===== src/rtl/scariv_dcache_bank_arbiter.sv =====
// ============================================================================
// scariv_dcache_bank_arbiter : per-bank round-robin arbitration of LSU pipes
// and the MISSU refill write port onto the DCACHE data banks.
// Revision: 1.0
// ============================================================================
`default_nettype none

module scariv_dcache_bank_arbiter #(
    parameter int REQ_NUM      = 3,
    parameter int BANKS        = 4,
    parameter int PADDR_W      = 56,
    parameter int BANK_LSB     = 5,
    parameter int STARVE_LIMIT = 4,
    localparam int BANK_W      = $clog2(BANKS),
    localparam int SRC_W       = (REQ_NUM > 1) ? $clog2(REQ_NUM) : 1,
    localparam int CNT_W       = $clog2(STARVE_LIMIT + 1)
) (
    input  logic                             i_clk,
    input  logic                             i_reset_n,
    input  logic [REQ_NUM-1:0]               i_lsu_valid,
    input  logic [REQ_NUM-1:0][PADDR_W-1:0]  i_lsu_paddr,
    output logic [REQ_NUM-1:0]               o_lsu_gnt,
    output logic [REQ_NUM-1:0]               o_lsu_conflict,
    input  logic                             i_refill_valid,
    input  logic [PADDR_W-1:0]               i_refill_paddr,
    output logic                             o_refill_ready,
    output logic [BANKS-1:0]                 o_bank_valid,
    output logic [BANKS-1:0][PADDR_W-1:0]    o_bank_paddr,
    output logic [BANKS-1:0]                 o_bank_is_refill,
    output logic [BANKS-1:0][SRC_W-1:0]      o_bank_src
);

    logic [BANKS-1:0][REQ_NUM-1:0] w_req;
    logic [BANKS-1:0][SRC_W-1:0]   w_sel;
    logic [BANKS-1:0]              w_lsu_win;
    logic [BANKS-1:0]              w_refill_win;
    logic [BANK_W-1:0]             w_refill_bank;
    logic                          w_starved;

    logic [BANKS-1:0][SRC_W-1:0]   rr_q, rr_d;
    logic [CNT_W-1:0]              starve_q, starve_d;

    logic [BANKS-1:0]              bank_valid_q;
    logic [BANKS-1:0][PADDR_W-1:0] bank_paddr_q;
    logic [BANKS-1:0]              bank_is_refill_q;
    logic [BANKS-1:0][SRC_W-1:0]   bank_src_q;

    // Round-robin is done as two priority passes: first valid pipe at or above
    // the pointer, else the lowest-numbered valid pipe (the wrapped search).
    always_comb begin
        logic             found_hi;
        logic             found_lo;
        logic [SRC_W-1:0] sel_hi;
        logic [SRC_W-1:0] sel_lo;
        w_req         = '0;
        w_sel         = '0;
        w_lsu_win     = '0;
        w_refill_win  = '0;
        o_lsu_gnt     = '0;
        rr_d          = rr_q;
        found_hi      = 1'b0;
        found_lo      = 1'b0;
        sel_hi        = '0;
        sel_lo        = '0;
        w_starved     = (starve_q >= CNT_W'(STARVE_LIMIT));
        w_refill_bank = i_refill_paddr[BANK_LSB +: BANK_W];
        for (int b = 0; b < BANKS; b++) begin
            found_hi = 1'b0;
            found_lo = 1'b0;
            sel_hi   = '0;
            sel_lo   = '0;
            for (int i = 0; i < REQ_NUM; i++) begin
                w_req[b][i] = i_lsu_valid[i] &&
                              (i_lsu_paddr[i][BANK_LSB +: BANK_W] == BANK_W'(b));
                if (w_req[b][i]) begin
                    if (!found_lo) begin
                        found_lo = 1'b1;
                        sel_lo   = SRC_W'(i);
                    end
                    if (!found_hi && (i >= int'(rr_q[b]))) begin
                        found_hi = 1'b1;
                        sel_hi   = SRC_W'(i);
                    end
                end
            end
            w_sel[b]        = found_hi ? sel_hi : sel_lo;
            w_refill_win[b] = i_refill_valid && (w_refill_bank == BANK_W'(b)) &&
                              (w_starved || !found_lo);
            w_lsu_win[b]    = found_lo && !w_refill_win[b];
            if (w_lsu_win[b]) begin
                o_lsu_gnt[w_sel[b]] = 1'b1;
                rr_d[b] = (w_sel[b] == SRC_W'(REQ_NUM - 1)) ? '0 : w_sel[b] + 1'b1;
            end
        end
    end

    assign o_lsu_conflict = i_lsu_valid & ~o_lsu_gnt;
    assign o_refill_ready = |w_refill_win;

    always_comb begin
        starve_d = starve_q;
        if (!i_refill_valid || o_refill_ready) begin
            starve_d = '0;
        end else if (!w_starved) begin
            starve_d = starve_q + 1'b1;
        end
    end

    // Payload fields hold when a bank has no winner; only valid drops.
    always_ff @(posedge i_clk or negedge i_reset_n) begin
        if (!i_reset_n) begin
            rr_q             <= '0;
            starve_q         <= '0;
            bank_valid_q     <= '0;
            bank_paddr_q     <= '0;
            bank_is_refill_q <= '0;
            bank_src_q       <= '0;
        end else begin
            rr_q         <= rr_d;
            starve_q     <= starve_d;
            bank_valid_q <= w_refill_win | w_lsu_win;
            for (int b = 0; b < BANKS; b++) begin
                if (w_refill_win[b]) begin
                    bank_paddr_q[b]     <= i_refill_paddr;
                    bank_is_refill_q[b] <= 1'b1;
                    bank_src_q[b]       <= '0;
                end else if (w_lsu_win[b]) begin
                    bank_paddr_q[b]     <= i_lsu_paddr[w_sel[b]];
                    bank_is_refill_q[b] <= 1'b0;
                    bank_src_q[b]       <= w_sel[b];
                end
            end
        end
    end

    assign o_bank_valid     = bank_valid_q;
    assign o_bank_paddr     = bank_paddr_q;
    assign o_bank_is_refill = bank_is_refill_q;
    assign o_bank_src       = bank_src_q;

endmodule

`default_nettype wire


===== config.mk =====
export PLATFORM = sky130hd
export DESIGN_NAME = scariv_dcache_bank_arbiter
export DESIGN_NICKNAME = d
export VERILOG_FILES = /design/src/rtl/scariv_dcache_bank_arbiter.sv
export SDC_FILE = /design/constraint.sdc
export NUM_CORES = 1
export LEC_CHECK = 0
export CORE_AREA = 5 5 183 185
export DETAILED_ROUTE_END_ITERATION = 7
export DIE_AREA = 0 0 188 190
export GPL_TIMING_DRIVEN = 0
export MAX_ROUTING_LAYER = met4
export PLACE_DENSITY = 0.78
export SYNTH_ARGS = -nofsm -noshare
export SYNTH_HDL_FRONTEND = slang
export SYNTH_SLANG_ARGS = --single-unit
export TNS_END_PERCENT = 30

===== constraint.sdc =====
create_clock -name i_clk -period 2.9 [get_ports i_clk]
set_input_delay 0.29 -clock i_clk [delete_from_list [all_inputs] [get_ports i_clk]]
set_output_delay 0.29 -clock i_clk [all_outputs]
set_load 0.01 [all_outputs]

==> summary.md <==
| Metric | Value |
|---|---|
| DRC violations left | 2 |
| Crit-path cells | buf_4 -> and4b_2 -> a2111oi_4 -> buf_6 -> nor3_2 -> and3_1 -> dlygate4sd2_1 |
| Leak | 8.021 nW |
| Synth async-reset ratio | 1.000 |
| Worst flop-to-flop path endpoint | o_bank_paddr[218] |
| Syn_area_per_cell | 9.957 µm² |
| Seq/Total Area, Yosys | 0.4754 |
| Max_slew headroom | 0.3949 |
| First-pass DRT Iterations | 8 |
| Worst Path Required | 2610 ps |
| Post-route setup TNS | 0 ps |
| Period minus WS final | 2819 ps |
| Synth area leaders | dfrtp_1, a22oi_1, a222oi_1, o211ai_1, nand2_1 |
| Clk_skew | 14.07 ps |
| I/O Pins | 477 |
| CP max FO | 10 |
| Syn-to-layout area delta | 50.21% |
| Post-detailed-routing wire length | 66,980 µm |
| Setup violations, final | 0 |
| H-tree depth | 1 |
| Gr ovfl total | 0 |
| Non-Filler Instances | 2,290 |
| Placed instance count | 2,209 |
| FF-to-FF Start | starve_q[2] |
| Final hold violation count | 0 |
| Post-synth EDFFs | 0 |
| Final Max Tran Viols | 0 |
| Max-Cap Viols | 0 |
| Placed Area | 18,510 µm² |
| Antenna Violating Nets Remaining | 0 |
| Post-DP HPWL | 47,390 µm |
| Register bit total from synthesis | 251 |
| Mapped Area | 13,210 µm² |
| Largest stage delay on the critical path | 400 ps |
| Violated checks | DRC |
| Die Area | 35,720 µm² |
| R2r setup slk | 170 ps |
| Largest net degree at the start of global routing | 110 |
| Critical Path AT | 2530 ps |
| Critical path's slowest cell | a2111oi_4 |
| Final Wtd Congestion | 0.9278 |
| Hold WC Path Type | in2reg |
| Drt wl/cell | 29.25 µm |
| Main synth FF type | dfrtp_1 |
| FMAX | 0.3548 GHz |
| Post-synth cell types | 55 |
| Initial antenna violation count | 10 |
| Rows | 66 |
| WHS Path Cells | 4 |
| Commonest non-fill, non-tap cell in the layout | clkdlybuf4s50_1 |
| Most frequent cells in the layout | clkdlybuf4s50_1, dfrtp_1, a22oi_1 |
| Share of cells above drive strength 1 | 0.08120 |
| Hold Path End | o_bank_src[4] |
| Initial DRC count | 2,810 |
| Routed vias/inst | 7.030 |
| Startpoint of the worst hold path | i_refill_paddr[6] |
| CTS max path bufs | 3 |
| Number of global-route vias before repair | 16,100 |
| Global-route wire length before repair | 99,350 µm |
| Via count | 16,100 |
| Cells on worst reg2reg path | 7 |
| Die width | 188 µm |
| Root buf cell | clkbuf_16 |
| Pwr dens | 619.0 nW/µm² |
| Final Cycle Share | 0.9720 |
| Cell area after layout | 19,850 µm² |
| Num CTS Buffers | 29 |
| Clk slew on worst S/H paths | 60 ps |
| CTS Sinks | 251 |
| Die Ht | 190 µm |
| Startpoint types | flop |
| Yosys top cell by area | dfrtp_1 |
| Synth top area share | 0.4754 |
| GRT Resource Usage Total | 0.3633 |
| Kind of critical path | reg2out |
| CP top delay family | buffers and inverters |
| Final #Nets | 2,082 |
| PortBufs | 472 |
| Skew-Pair Late Insertion Delay | 560 ps |
| VDD IR max | 0.4615 mV |
| Mapped Nets | 1,559 |
| Yosys Warn Count | 0 |
| RSZ-0062 raised after global routing | no |
| Final core occ | 0.6226 |
| Least-Margin Pin Slew | 907.6 ps |
| Crit path buf inv count | 3 |
| Core Area | 31,880 µm² |
| Synth Instances | 1,327 |
| CP Capture Type | primary output |
| Run status | finished, violations left |
| Initial core utilization | 0.4145 |
| CTS tree | yes |
==> through the flow <==
step	worst slack, ps	hold WS, ps	power (mW)
2_1_floorplan	858.3	-5.591	5.971
3_3_place_gp	-9731	447.8	8.304
3_5_place_dp	-1226	331.3	8.383
4_1_cts	0.07971	205.4	12.21
5_1_grt	14.07	254.9	12.66
6_report	81.16	202.5	12.28
==> report_power, final <==
group	internal (mW)	switching (mW)	total (mW)
logic	1.97	1.93	3.90
registers	4.12	0.451	4.57
clock network	2.24	1.58	3.82
total	8.32	3.96	12.3
==> registers in the layout, indices dropped and copies added (netlist names) <==
register and count:
o_bank_paddr 224, o_bank_valid 4, o_bank_is_refill 4, o_bank_src 8
rr_q 8, starve_q 3
==> how the worst max path moves through the flow <==
stage / cells past startpoint / slack, ps / endpoint / from
floorplan: 8 / 860 / o_lsu_conflict[2] / i_lsu_valid[0]
global placement: 1 / -9730 / o_bank_paddr[181] / i_reset_n
detailed placement: 8 / -1230 / o_lsu_conflict[0] / i_lsu_valid[2]
CTS: 8 / 0.08 / o_lsu_conflict[0] / starve_q[2]
global route: 7 / 10 / o_lsu_conflict[2] / starve_q[2]
finish: 7 / 80 / o_lsu_conflict[2] / starve_q[2]
==> tightest hold or removal path, delay by kind of cell <==
family	cells	cell delay [ps]
simple gates	3	290
buf+inv	1	150
==> logic make-up after synthesis <==
| logic type | count (synthesis) | share of synthesized area |
|---|---|---|
| AOI/OAI and AO/OA | 548 | 0.3380 |
| DFF | 251 | 0.4754 |
| xor gates and xnor gates | 3 | 0.001989 |
| muxes | 1 | 0.0007576 |
| and+or+nand+nor | 366 | 0.1312 |
| buffers and inverters | 156 | 0.05076 |
| adders and majority gates | 2 | 0.001894 |
==> cell type report <==
class	count	area (µm²)
fill	2680	12030
multi-input combinational	920	6415
sequential	251	6284
timing repair buffer	492	4913
clock buffer	43	828.3
buffer	148	705.7
tap	408	510.5
clock inverter	10	135.1
inverter	8	30.03
antenna	10	25.02
==> repair_timing <==
item	4_1_cts	5_1_grt
hold buffers	1	0
pin swaps	10	3
buffers inserted	14	3
gates resized for setup	55	14
gates cloned	0	0
setup endpoints to repair	31	70
hold endpoints to repair	77	0
==> synthesized netlist by cell type, drive strengths merged, types with 6 or more instances <==
library cell,number
dfrtp,251
a22oi,210
nand2,179
a222oi,156
nand3,113
o211ai,109
clkbuf,90
buf,58
o21ai,19
nand2b,12
nor2,12
a21o,11
a21oi,11
inv,8
a221oi,7
and3,7
nand3b,7
and2,6
nor3,6
o22ai,6
==> layer usage <==
metal | global-route usage | wire length [µm] | vias to the layer above
li1 | - | - | 6493
met1 | 0.4526 | 24030 | 7884
met2 | 0.5644 | 30900 | 1453
met3 | 0.08312 | 8307 | 268
met4 | 0.1722 | 3744 | 0
met5 | - | 0 | -
No activity file was read; power rests on OpenSTA's default activity.
